--- src/rtl/stm_focus_sequencer.sv ---
// Focus-STM sequencer: on each accepted UPDATE tick it latches the current
// focus index onto stm_idx_o, pulses stm_start_o and waits for DEPTH output
// beats from the datapath. Index stepping is divided by freq_div and limited
// to rep loops; config is double-buffered and only swapped in while idle.
module stm_focus_sequencer #(
  parameter int DEPTH     = 249,
  parameter int IDX_WIDTH = 13,
  parameter int TIMEOUT   = 512
) (
  input  logic                 clk_i,
  input  logic                 rst_i,
  input  logic                 update_i,
  input  logic                 cfg_valid_i,
  input  logic [IDX_WIDTH-1:0] cfg_cycle_i,
  input  logic [15:0]          cfg_freq_div_i,
  input  logic [15:0]          cfg_rep_i,
  input  logic                 clr_flags_i,
  output logic                 stm_start_o,
  output logic [IDX_WIDTH-1:0] stm_idx_o,
  input  logic                 stm_dout_valid_i,
  output logic                 busy_o,
  output logic                 finished_o,
  output logic                 overrun_o,
  output logic                 fault_o
);

  localparam int BW = $clog2(DEPTH + 1);
  localparam int WW = $clog2(TIMEOUT);
  localparam logic [BW-1:0]        BEAT_LAST = BW'(DEPTH - 1);
  localparam logic [WW-1:0]        WD_LAST   = WW'(TIMEOUT - 1);
  localparam logic [IDX_WIDTH-1:0] IDX_ONE   = IDX_WIDTH'(1);

  typedef enum logic [1:0] {S_IDLE, S_ISSUE, S_RUN} state_t;

  state_t                 state_q;
  // active and pending (shadow) config; freq_div is stored already clamped to >=1
  logic [IDX_WIDTH-1:0]   cycle_q, pcycle_q;
  logic [15:0]            fdiv_q, pfdiv_q;
  logic [15:0]            rep_q, prep_q;
  logic                   pend_q;
  // sequencing counters
  logic [IDX_WIDTH-1:0]   idx_q, idx_d;
  logic [15:0]            div_q, div_d;
  logic [15:0]            repcnt_q, repcnt_d;
  logic                   fin_q, fin_d;
  logic [BW-1:0]          beat_q;
  logic [WW-1:0]          wd_q;
  // registered outputs
  logic [IDX_WIDTH-1:0]   stm_idx_q;
  logic                   start_q, busy_q, ovr_q, flt_q;
  logic                   apply;

  // Shadow config swaps in on any idle cycle where it is waiting.
  assign apply = (state_q == S_IDLE) && pend_q;

  // Index advance taken in ISSUE; frozen once all loops have been played.
  always_comb begin
    idx_d    = idx_q;
    div_d    = div_q;
    repcnt_d = repcnt_q;
    fin_d    = fin_q;
    if (!fin_q) begin
      if (div_q == fdiv_q - 16'd1) begin
        div_d = '0;
        if (idx_q == cycle_q) begin
          repcnt_d = repcnt_q + 16'd1;
          // last loop done: keep idx parked on the final focus
          if (rep_q != 16'd0 && (repcnt_q + 16'd1) == rep_q) fin_d = 1'b1;
          else                                                idx_d = '0;
        end else begin
          idx_d = idx_q + IDX_ONE;
        end
      end else begin
        div_d = div_q + 16'd1;
      end
    end
  end

  // Control FSM, config buffering, watchdog and sticky flags.
  always_ff @(posedge clk_i or posedge rst_i) begin
    if (rst_i) begin
      state_q   <= S_IDLE;
      cycle_q   <= '0;
      fdiv_q    <= 16'd1;
      rep_q     <= '0;
      pcycle_q  <= '0;
      pfdiv_q   <= 16'd1;
      prep_q    <= '0;
      pend_q    <= 1'b0;
      idx_q     <= '0;
      div_q     <= '0;
      repcnt_q  <= '0;
      fin_q     <= 1'b0;
      beat_q    <= '0;
      wd_q      <= '0;
      stm_idx_q <= '0;
      start_q   <= 1'b0;
      busy_q    <= 1'b0;
      ovr_q     <= 1'b0;
      flt_q     <= 1'b0;
    end else begin
      // clear first so a coincident set below takes priority
      if (clr_flags_i) begin
        ovr_q <= 1'b0;
        flt_q <= 1'b0;
      end
      if (cfg_valid_i) begin
        pend_q   <= 1'b1;
        pcycle_q <= cfg_cycle_i;
        pfdiv_q  <= (cfg_freq_div_i == 16'd0) ? 16'd1 : cfg_freq_div_i;
        prep_q   <= cfg_rep_i;
      end else if (apply) begin
        pend_q   <= 1'b0;
      end
      if (apply) begin
        cycle_q  <= pcycle_q;
        fdiv_q   <= pfdiv_q;
        rep_q    <= prep_q;
        idx_q    <= '0;
        div_q    <= '0;
        repcnt_q <= '0;
        fin_q    <= 1'b0;
      end
      case (state_q)
        S_IDLE: begin
          if (update_i) begin
            stm_idx_q <= apply ? '0 : idx_q;
            start_q   <= 1'b1;
            busy_q    <= 1'b1;
            state_q   <= S_ISSUE;
          end
        end
        S_ISSUE: begin
          start_q  <= 1'b0;
          beat_q   <= '0;
          wd_q     <= '0;
          idx_q    <= idx_d;
          div_q    <= div_d;
          repcnt_q <= repcnt_d;
          fin_q    <= fin_d;
          if (update_i) ovr_q <= 1'b1;
          state_q  <= S_RUN;
        end
        S_RUN: begin
          if (update_i) ovr_q <= 1'b1;
          if (stm_dout_valid_i && beat_q == BEAT_LAST) begin
            busy_q  <= 1'b0;
            state_q <= S_IDLE;
          end else if (wd_q == WD_LAST) begin
            flt_q   <= 1'b1;
            busy_q  <= 1'b0;
            state_q <= S_IDLE;
          end else begin
            wd_q <= wd_q + 1'b1;
            if (stm_dout_valid_i) beat_q <= beat_q + 1'b1;
          end
        end
        default: state_q <= S_IDLE;
      endcase
    end
  end

  assign stm_start_o = start_q;
  assign stm_idx_o   = stm_idx_q;
  assign busy_o      = busy_q;
  assign finished_o  = fin_q;
  assign overrun_o   = ovr_q;
  assign fault_o     = flt_q;

endmodule

--- config.mk ---
export PLATFORM = sky130hd
export DESIGN_NAME = stm_focus_sequencer
export DESIGN_NICKNAME = d
export VERILOG_FILES = /design/src/rtl/stm_focus_sequencer.sv
export SDC_FILE = /design/constraint.sdc
export NUM_CORES = 1
export LEC_CHECK = 0
export BUFFER_PORTS_ARGS = -buffer_cell sky130_fd_sc_hd__buf_2
export CAP_MARGIN = 20
export CORE_ASPECT_RATIO = 0.6
export CORE_UTILIZATION = 45
export CTS_CLUSTER_SIZE = 16
export DETAILED_ROUTE_END_ITERATION = 10
export PLACE_DENSITY = 0.6
export SLEW_MARGIN = 20
export SYNTH_ARGS = -nofsm -noshare
export SYNTH_HDL_FRONTEND = slang
export SYNTH_SLANG_ARGS = --single-unit
--- constraint.sdc ---
create_clock -name clk_i -period 7.8 [get_ports clk_i]
set_input_delay 1.17 -clock clk_i [delete_from_list [all_inputs] [get_ports clk_i]]
set_output_delay 1.17 -clock clk_i [all_outputs]
set_load 0.02 [all_outputs]
* After elaboration in Yosys (flattened, before gate mapping)
Cells that the tools add are included.
** Storage, ports and cells
- Bits in registers :: 173
- Logic and storage cells :: 107
** Operators by class
- Add/subtract/negate cells :: 6
- Reductions and logical operators :: 21
- Multiplexer cells :: 45
- Equality and inequality tests :: 16
** Operators by type and width (count)
- $mux W16 :: 9
- $mux W13 :: 6
- $add A16 B1 Y16 const B :: 2
- $eq A16 B16 Y1 :: 2
- $mux W8 :: 3
- $mux W9 :: 2
- $pmux W9 S2 :: 1
- $mux W1 :: 17
- $logic_not A16 Y1 :: 1
- $pmux W8 S2 :: 1
- $reduce_bool A16 Y1 :: 1
- $sub A16 B1 Y16 const B :: 1
- $ne A2 B2 Y1 const B :: 7
- $add A13 B1 Y13 const B :: 1
- $eq A13 B13 Y1 :: 1
- $reduce_bool A2 Y1 :: 5
- $add A9 B1 Y9 const B :: 1
- $eq A9 B9 Y1 const B :: 1
- $reduce_and A3 Y1 :: 3
- $add A8 B1 Y8 const B :: 1
- $eq A8 B8 Y1 const B :: 1
- $reduce_and A2 Y1 :: 4
- $reduce_and A4 Y1 :: 2
- $mux W2 :: 3
- 8 further kinds :: 12

* Longest topological paths before layout
Gate-level depths: netlist of the first run.
- Word-level depth :: 8
- Depth in mapped cells :: 12
- Depth with buffers taken out :: 12

* Worst setup path after synthesis of the first run
No wires, ideal clock.
- Kind :: flip-flop to flip-flop
- Start :: register fdiv_q[0]
- End :: register idx_q[8]
- Path slack :: 4965 ps
- Library setup time :: 88 ps
- Required time :: 7712 ps
- Data arrival time :: 2747 ps
- Stages on the path, launching flop included :: 11
- Cells stage by stage :: dfstp_2 > inv_1 > ha_1 > xor2_1 > o211ai_1 > or4_1 > or4_4 > nor4_4 > buf_6 > a31oi_1 > a41oi_1
** On the way
- Longest elaborated chain between the ends :: 4
** Ends and longest elaborated chain
- from (decl) :: RTL line 38 : logic [15:0] fdiv_q, pfdiv_q;
- from (signal assigned) :: RTL line 117 : fdiv_q <= pfdiv_q;
- $sub A16 B1 Y16 :: RTL line 63 : if (div_q == fdiv_q - 16'd1) begin
- $eq A16 B16 Y1 :: RTL line 63
- $ne A2 B2 Y1 (no source line)
- $reduce_and A3 Y1 (no source line)
- to (signal assigned) :: RTL line 137 : idx_q <= idx_d;
- to (decl) :: RTL line 42 : logic [IDX_WIDTH-1:0] idx_q, idx_d;
Every way passes these cells.
A chain may end at the register's enable or synchronous reset.

* Worst setup path after layout of the first run
Same ends and word-level chain as after synthesis.

==> results of run 1 <==
==> flip-flops by register name (all words and copies together), names as in the netlist <==
name / count
rep_q: 16
cycle_q: 13
busy_o: 1
stm_idx_o: 13
finished_o: 1
pcycle_q: 13
idx_q: 13
beat_q: 8
div_q: 16
pfdiv_q: 16
stm_start_o: 1
state_q: 2
overrun_o: 1
prep_q: 16
repcnt_q: 16
wd_q: 9
fdiv_q: 16
pend_q: 1
fault_o: 1
==> worst max-delay path by stage <==
stage / cells after the start / slack [ns] / to
after floorplan: 1 / 1.94 / beat_q[0]
after global placement: 8 / 4.13 / idx_q[7]
after detailed placement: 9 / 4.21 / idx_q[7]
after CTS: 9 / 4.17 / idx_q[7]
after global routing: 9 / 4.12 / idx_q[5]
final: 9 / 4.40 / idx_q[8]
==> cells by family (layout without fill, tap and decap cells) <==
| group | after synthesis | after routing | synth area share [%] |
|---|---|---|---|
| and+or+nand+nor | 258 | 258 | 15.9 |
| xor gates and xnor gates | 65 | 65 | 6.38 |
| buffers and inverters | 66 | 128 | 3.12 |
| muxes | 96 | 96 | 12.0 |
| adders and majority gates | 11 | 11 | 1.54 |
| DFF | 173 | 173 | 48.5 |
| AOI/OAI and AO/OA | 157 | 157 | 12.5 |
==> stage by stage <==
step	hold WS (ns)	total power [mW]	instance area, um2	setup slack [ns]	util [%]
after floorplan	0.467	1.97	8930	1.94	-
after global placement	0.484	2.20	9450	4.13	49.1
after detailed placement	0.489	2.24	9450	4.21	49.2
after CTS	0.505	3.10	10000	4.17	52.2
after global routing	0.519	3.27	10100	4.12	52.3
final	0.503	3.09	10100	4.40	52.3
==> per-layer routing <==
layer,global-route usage [%],up-vias
li1,-,3125
met1,37.4,3386
met2,32.7,215
met3,5.29,23
met4,5.78,0
met5,0,-
==> placed cells by master, fill, tap and decap left out, types with 6 or more instances in the layout <==
cell type	count
dfrtp_1	171
mux2_2	91
buf_2	68
nand2_1	46
nor2_1	44
xnor2_1	38
o21ai_0	29
nand3_1	28
xor2_1	27
inv_1	22
a22o_1	20
and3_1	20
a21oi_1	18
nor4_1	18
nor3_1	17
a31oi_1	17
clkbuf_16	17
or3_1	13
a211oi_1	13
a21o_1	13
nand4_1	12
nand2b_1	11
a41oi_1	11
ha_1	11
or2_2	10
o211ai_1	7
and2_1	6
o31ai_1	6
a221oi_1	6
inv_6	6
==> worst register-to-register path, delay by kind of cell, from the launching register on <==
family,cells,cell delay (ns)
AO/OA/AOI/OAI,3,0.52
XOR/XNOR,1,0.20
adder cells (fa/ha/maj),1,0.30
buffers and inverters,1,0.06
flip-flops,1,0.61
AND/OR/NAND/NOR,3,1.64
==> power breakdown <==
part	switching (mW)	total [mW]	internal, mW
Clock	0.422	0.854	0.432
Sequential	0.228	1.30	1.07
Combinational	0.516	0.935	0.418
Total	1.17	3.09	1.92
==> cell type report <==
| type | instances | share of cell area [%] |
|---|---|---|
| flip-flops and latches | 173 | 43.1 |
| multi-input cells | 587 | 43.0 |
| clock buffers | 17 | 4.23 |
| repair buffers | 73 | 3.80 |
| well taps | 266 | 3.31 |
| clock inverters | 15 | 1.62 |
| inverters | 23 | 0.909 |
==> synth_stat cells, types with 13 or more instances <==
cell type / n / area [um2]
a211oi_1: 13 / 97.6
a21o_1: 13 / 97.6
a21oi_1: 18 / 90.1
a22o_1: 20 / 175
a31oi_1: 17 / 106
and3_1: 20 / 125
clkbuf_1: 28 / 105
dfrtp_1: 171 / 4280
inv_1: 23 / 86.3
mux2_2: 91 / 1020
nand2_1: 47 / 176
nand3_1: 28 / 140
nor2_1: 44 / 165
nor3_1: 17 / 85.1
nor4_1: 18 / 113
o21ai_0: 29 / 145
or3_1: 13 / 81.3
xnor2_1: 38 / 333
xor2_1: 27 / 236
==> summary.txt, run 1 <==
Run status
  • Status: complete, no violations

CTS
  • CTS Buffer Depth: 2
  • Post-CTS Resized: 0
  • Worst skew pair latency: 0.44 ns
  • Register clock-pin slew on the reported worst setup and hold paths: approximately 0.080 ns
  • CTS Hold Buffers Added: 0
  • CTS buffer count: 17
  • CTS Root Cell: clkbuf_16
  • Post-CTS setup buffers: 0
  • CTS sink cnt: between 150 and 200
  • H-tree depth: 4
  • CTS tree: built

Logic synthesis
  • Syn_nets: 888
  • Seq/Total Area, Yosys: between 40% and 50%
  • Number of synthesized flops with an enable pin: 0
  • Cell count after synthesis: between 800 and 900
  • Syn Area/Cell: 10.8 um2
  • Post-synthesis async set-or-reset flop share: 100%
  • Synth Register Bits: around 170
  • Cell variety after synth: 61
  • Top_reg_cell synth: dfrtp_1
  • Syn Std Cell Area: 0.00893 mm2
  • Yosys warnings: 0

Critical path
  • Startpoint Class: register
  • Crit path max-delay cell type: nor4_4
  • Reg2reg setup slack: approximately 4.4 ns
  • Worst setup startpoint: fdiv_q[0]
  • Critical-path cell list: inv_1, ha_1, xor2_1, o211ai_1, or4_1, or4_4, nor4_4, a31oi_1, a41oi_1
  • Buf+Inv Stages, Crit Path: 1
  • R2R Path End: idx_q[8]
  • R2R depth: 9
  • Critical path class: reg2reg
  • Crit-path max FO: 13
  • Arrival time at the worst endpoint: between 3 and 4 ns
  • Crit path max-delay family: simple AND/OR/NAND/NOR gates
  • Worst r2r src: fdiv_q[0]
  • Endpoint type of the worst setup path: register
  • Critical path required time: just over 8 ns
  • Worst path max stage delay: 0.70 ns

Place
  • Post-detail-place hpwl: around 16 mm
  • Global placement routability congestion: roughly 0.87
  • Placed insts: about 1100
  • IO buf count: between 60 and 70

STA
  • Worst-margin pin slew: 1.01 ns
  • Post-Route Skew: between 0.01 and 0.015 ns
  • Slew Limit Headroom: between 30% and 40%
  • Final slew viol count: 0
  • Post-layout min period: roughly 3.4 ns
  • RSZ-0062 raised after global routing: false
  • Final Hold Fails: 0
  • Final setup fails: 0
  • Setup TNS: 0 ns
  • Upper clock frequency limit: slightly below 300 MHz
  • Period utilization: between 40% and 50%

Detailed routing
  • Met2 routed WL: 9.34 mm
  • Vias: between 6000 and 7000
  • Routed length per placed instance: 19.4 um
  • Drt pass-1 iters: 5
  • Max layer used: met4
  • DR DRC count: 0
  • DRT met1 WL: about 12 mm
  • Antenna-violating nets left: 0
  • Met3 Wirelength: 1.27 mm
  • Number of DRC markers in iteration 0: approximately 580
  • Final WL: between 20 and 25 mm
  • Vias per inst: a little under 6

Worst hold path
  • Hold crit path type: reg2reg
  • Worst Min Path Start: prep_q[7]
  • Hold endpoint: rep_q[7]
  • Hold Path Cell Cnt: 1

Floorplanning
  • Top-Level Pins: 69
  • Die ar.: roughly 0.020 mm2
  • Die Ht: around 110 um
  • Die W: between 150 and 200 um
  • Starting Density: between 40 and 50%
  • Core area: around 0.019 mm2
  • Row count: 39

GRT
  • Number of global-route vias before repair: approximately 6600
  • Initial antenna violation count: 0
  • First-pass GRT wire length: between 30 and 40 mm
  • Tot GR Track Use: about a quarter
  • Largest net degree at the start of global routing: 96
  • GRT Residual Overflow: 0

Power
  • Pleak: approximately 4.3 nW
  • Peak VDD IR: between 150 and 200 uV
  • Power Density: between 300 and 400 mW/mm2

Cells and area
  • Non-filler cells, final: approximately 1200
  • Layout area overhead: 12.6%
  • Final net count: ~940
  • N_diodes: 0
  • Multi-input combinational cell area: approximately 0.0043 mm2
  • Fillcell total: 1716
  • Layout cell share with drive strength beyond 1: between 20% and 30%
  • FF/Latch Area: approximately 0.0043 mm2

Job
  • Max-cap viol count: 0
Power figures use the tool's default switching activity.
==> inputs of run 2 (changes only) <==
PLACE_DENSITY = 0.62   (was 0.6)
clock period = 3.1 ns   (was 7.8 ns; I/O delays follow)
==> summary.txt, run 2 (synthesized netlist as in run 1, its figures left out) <==
Run status
  • Status: complete, no violations

Job
  • Max-cap viol count: 0

Cells and area
  • Most common cell after layout, fill and taps aside: dfrtp_1
  • Layout cell share with drive strength beyond 1: between 20% and 30%
  • N_diodes: 0
  • Most frequent cells in the layout: 171 x dfrtp_1, 91 x mux2_2, 68 x buf_2, 46 x nand2_1, 43 x nor2_1
  • Layout area overhead: 16.4%
  • Fillcell total: roughly 1800
  • Final net count: approximately 970
  • Non-filler cells, final: 1191

Floorplanning
  • Core area: slightly below 0.02 mm2
  • Die W: 184 um
  • Starting Density: between 40% and 50%
  • Top-Level Pins: between 60 and 70
  • Row count: 39
  • Die Ht: roughly 110 um
  • Die ar.: 0.0204 mm2

Power
  • Pleak: ~4.5 nW
  • Peak VDD IR: approximately 470 uV
  • Power Density: ~760 mW/mm2

Detailed routing
  • DRT met1 WL: between 10 and 15 mm
  • Vias: about 6700
  • Antenna-violating nets left: 0
  • Vias per inst: between 5 and 6
  • Met3 Wirelength: 1.28 mm
  • Max layer used: met4
  • Final WL: between 20 and 25 mm
  • Routed length per placed instance: roughly 18 um
  • Met2 routed WL: between 7 and 8 mm
  • DR DRC count: 0
  • Drt pass-1 iters: 5
  • Number of DRC markers in iteration 0: about 520

Critical path
  • Critical path required time: roughly 3.5 ns
  • Crit-path max FO: 13
  • Crit path max-delay family: simple AND/OR/NAND/NOR gates
  • Endpoint type of the worst setup path: register
  • Buf+Inv Stages, Crit Path: 2
  • Startpoint Class: register
  • Critical path class: reg2reg
  • Critical-path cell list: inv_1, ha_1, xor2_1, o211ai_1, or4_1, or4_4, nor4_4, buf_12, a31oi_1, a41oi_1
  • Crit path max-delay cell type: dfstp_2
  • Reg2reg setup slack: 0.18 ns
  • Arrival time at the worst endpoint: between 3 and 4 ns
  • Worst path max stage delay: 0.59 ns

CTS
  • H-tree depth: 4
  • Register clock-pin slew on the reported worst setup and hold paths: roughly 0.07 ns
  • Worst skew pair latency: around 0.45 ns
  • CTS buffer count: 17
  • Post-CTS setup buffers: 0
  • CTS sink cnt: between 150 and 200
  • CTS tree: built
  • CTS Root Cell: clkbuf_16
  • CTS Buffer Depth: 2

STA
  • Slew Limit Headroom: slightly above 50%
  • Worst-margin pin slew: 0.727 ns
  • Final setup fails: 0
  • Post-layout min period: about 2.9 ns
  • Setup TNS: 0 ns
  • Final slew viol count: 0
  • Post-Route Skew: around 0.012 ns
  • Period utilization: a little over nine tenths
  • RSZ-0062 raised after global routing: false
  • Final Hold Fails: 0
  • Upper clock frequency limit: approximately 340 MHz

Place
  • Post-detail-place hpwl: ~15 mm
  • IO buf count: 68
  • Global placement routability congestion: 0.945
  • Placed insts: approximately 1200

GRT
  • Number of global-route vias before repair: ~6400
  • Largest net degree at the start of global routing: around 70
  • GRT Residual Overflow: 0
  • Tot GR Track Use: between 20% and 30%
  • Initial antenna violation count: 0
  • First-pass GRT wire length: between 30 and 40 mm

Worst hold path
  • Hold crit path type: in2async
## run 2: timing repair
action                                  CTS  global route
hold buffers                              0             0
endpoints found under the setup margin    0            10
resized for setup                         0             1
## run 2: final cells by class
cell class | count | area [um2] | area share [%]
flip-flops and latches | 173 | 4330 | 41.7
multi-input cells | 587 | 4320 | 41.6
repair buffers | 110 | 718 | 6.91
clock buffers | 18 | 439 | 4.23
well taps | 266 | 333 | 3.20
clock inverters | 14 | 154 | 1.48
inverters | 23 | 90.1 | 0.867
## run 2: path summary, 6_finish.rpt
| path | start | endpoint | cells past startpoint |
|---|---|---|---|
| max | fdiv_q[0] | idx_q[5] | 10 |
| min | rst_i | prep_q[10] | 2 |
| max reg2reg | fdiv_q[0] | idx_q[5] | 10 |
| min reg2reg | prep_q[15] | rep_q[15] | 1 |
| max in group asynchronous | rst_i | pfdiv_q[0] | 3 |
| min in group clk_i | clr_flags_i | fault_o | 2 |
## run 2: power by group
group	internal (mW)	total, mW	switching [mW]
Clock	1.16	2.16	0.997
Combinational	1.18	2.46	1.28
Sequential	2.70	3.24	0.540
Total	5.04	7.85	2.81
## run 2: through the flow
stage / setup slack (ns) / util [%] / power, mW / cell area [um2] / hold slack [ns]
finish: 0.184 / 54.0 / 7.85 / 10400 / 0.0245
detailed placement: 0.148 / 50.9 / 5.71 / 9790 / 0.486
floorplan: 0.265 / - / 4.97 / 8930 / 0.467
global route: 0.00673 / 54.0 / 8.35 / 10400 / 0.0287
CTS: 0.101 / 54.0 / 7.89 / 10400 / 0.0186
global placement: 0.176 / 50.9 / 5.68 / 9790 / 0.487
## run 2: layer usage
layer | vias to the layer above | track usage [%]
li1 | 3203 | -
met1 | 3241 | 36.8
met2 | 225 | 27.1
met3 | 23 | 5.09
met4 | 0 | 6.50
met5 | - | 0
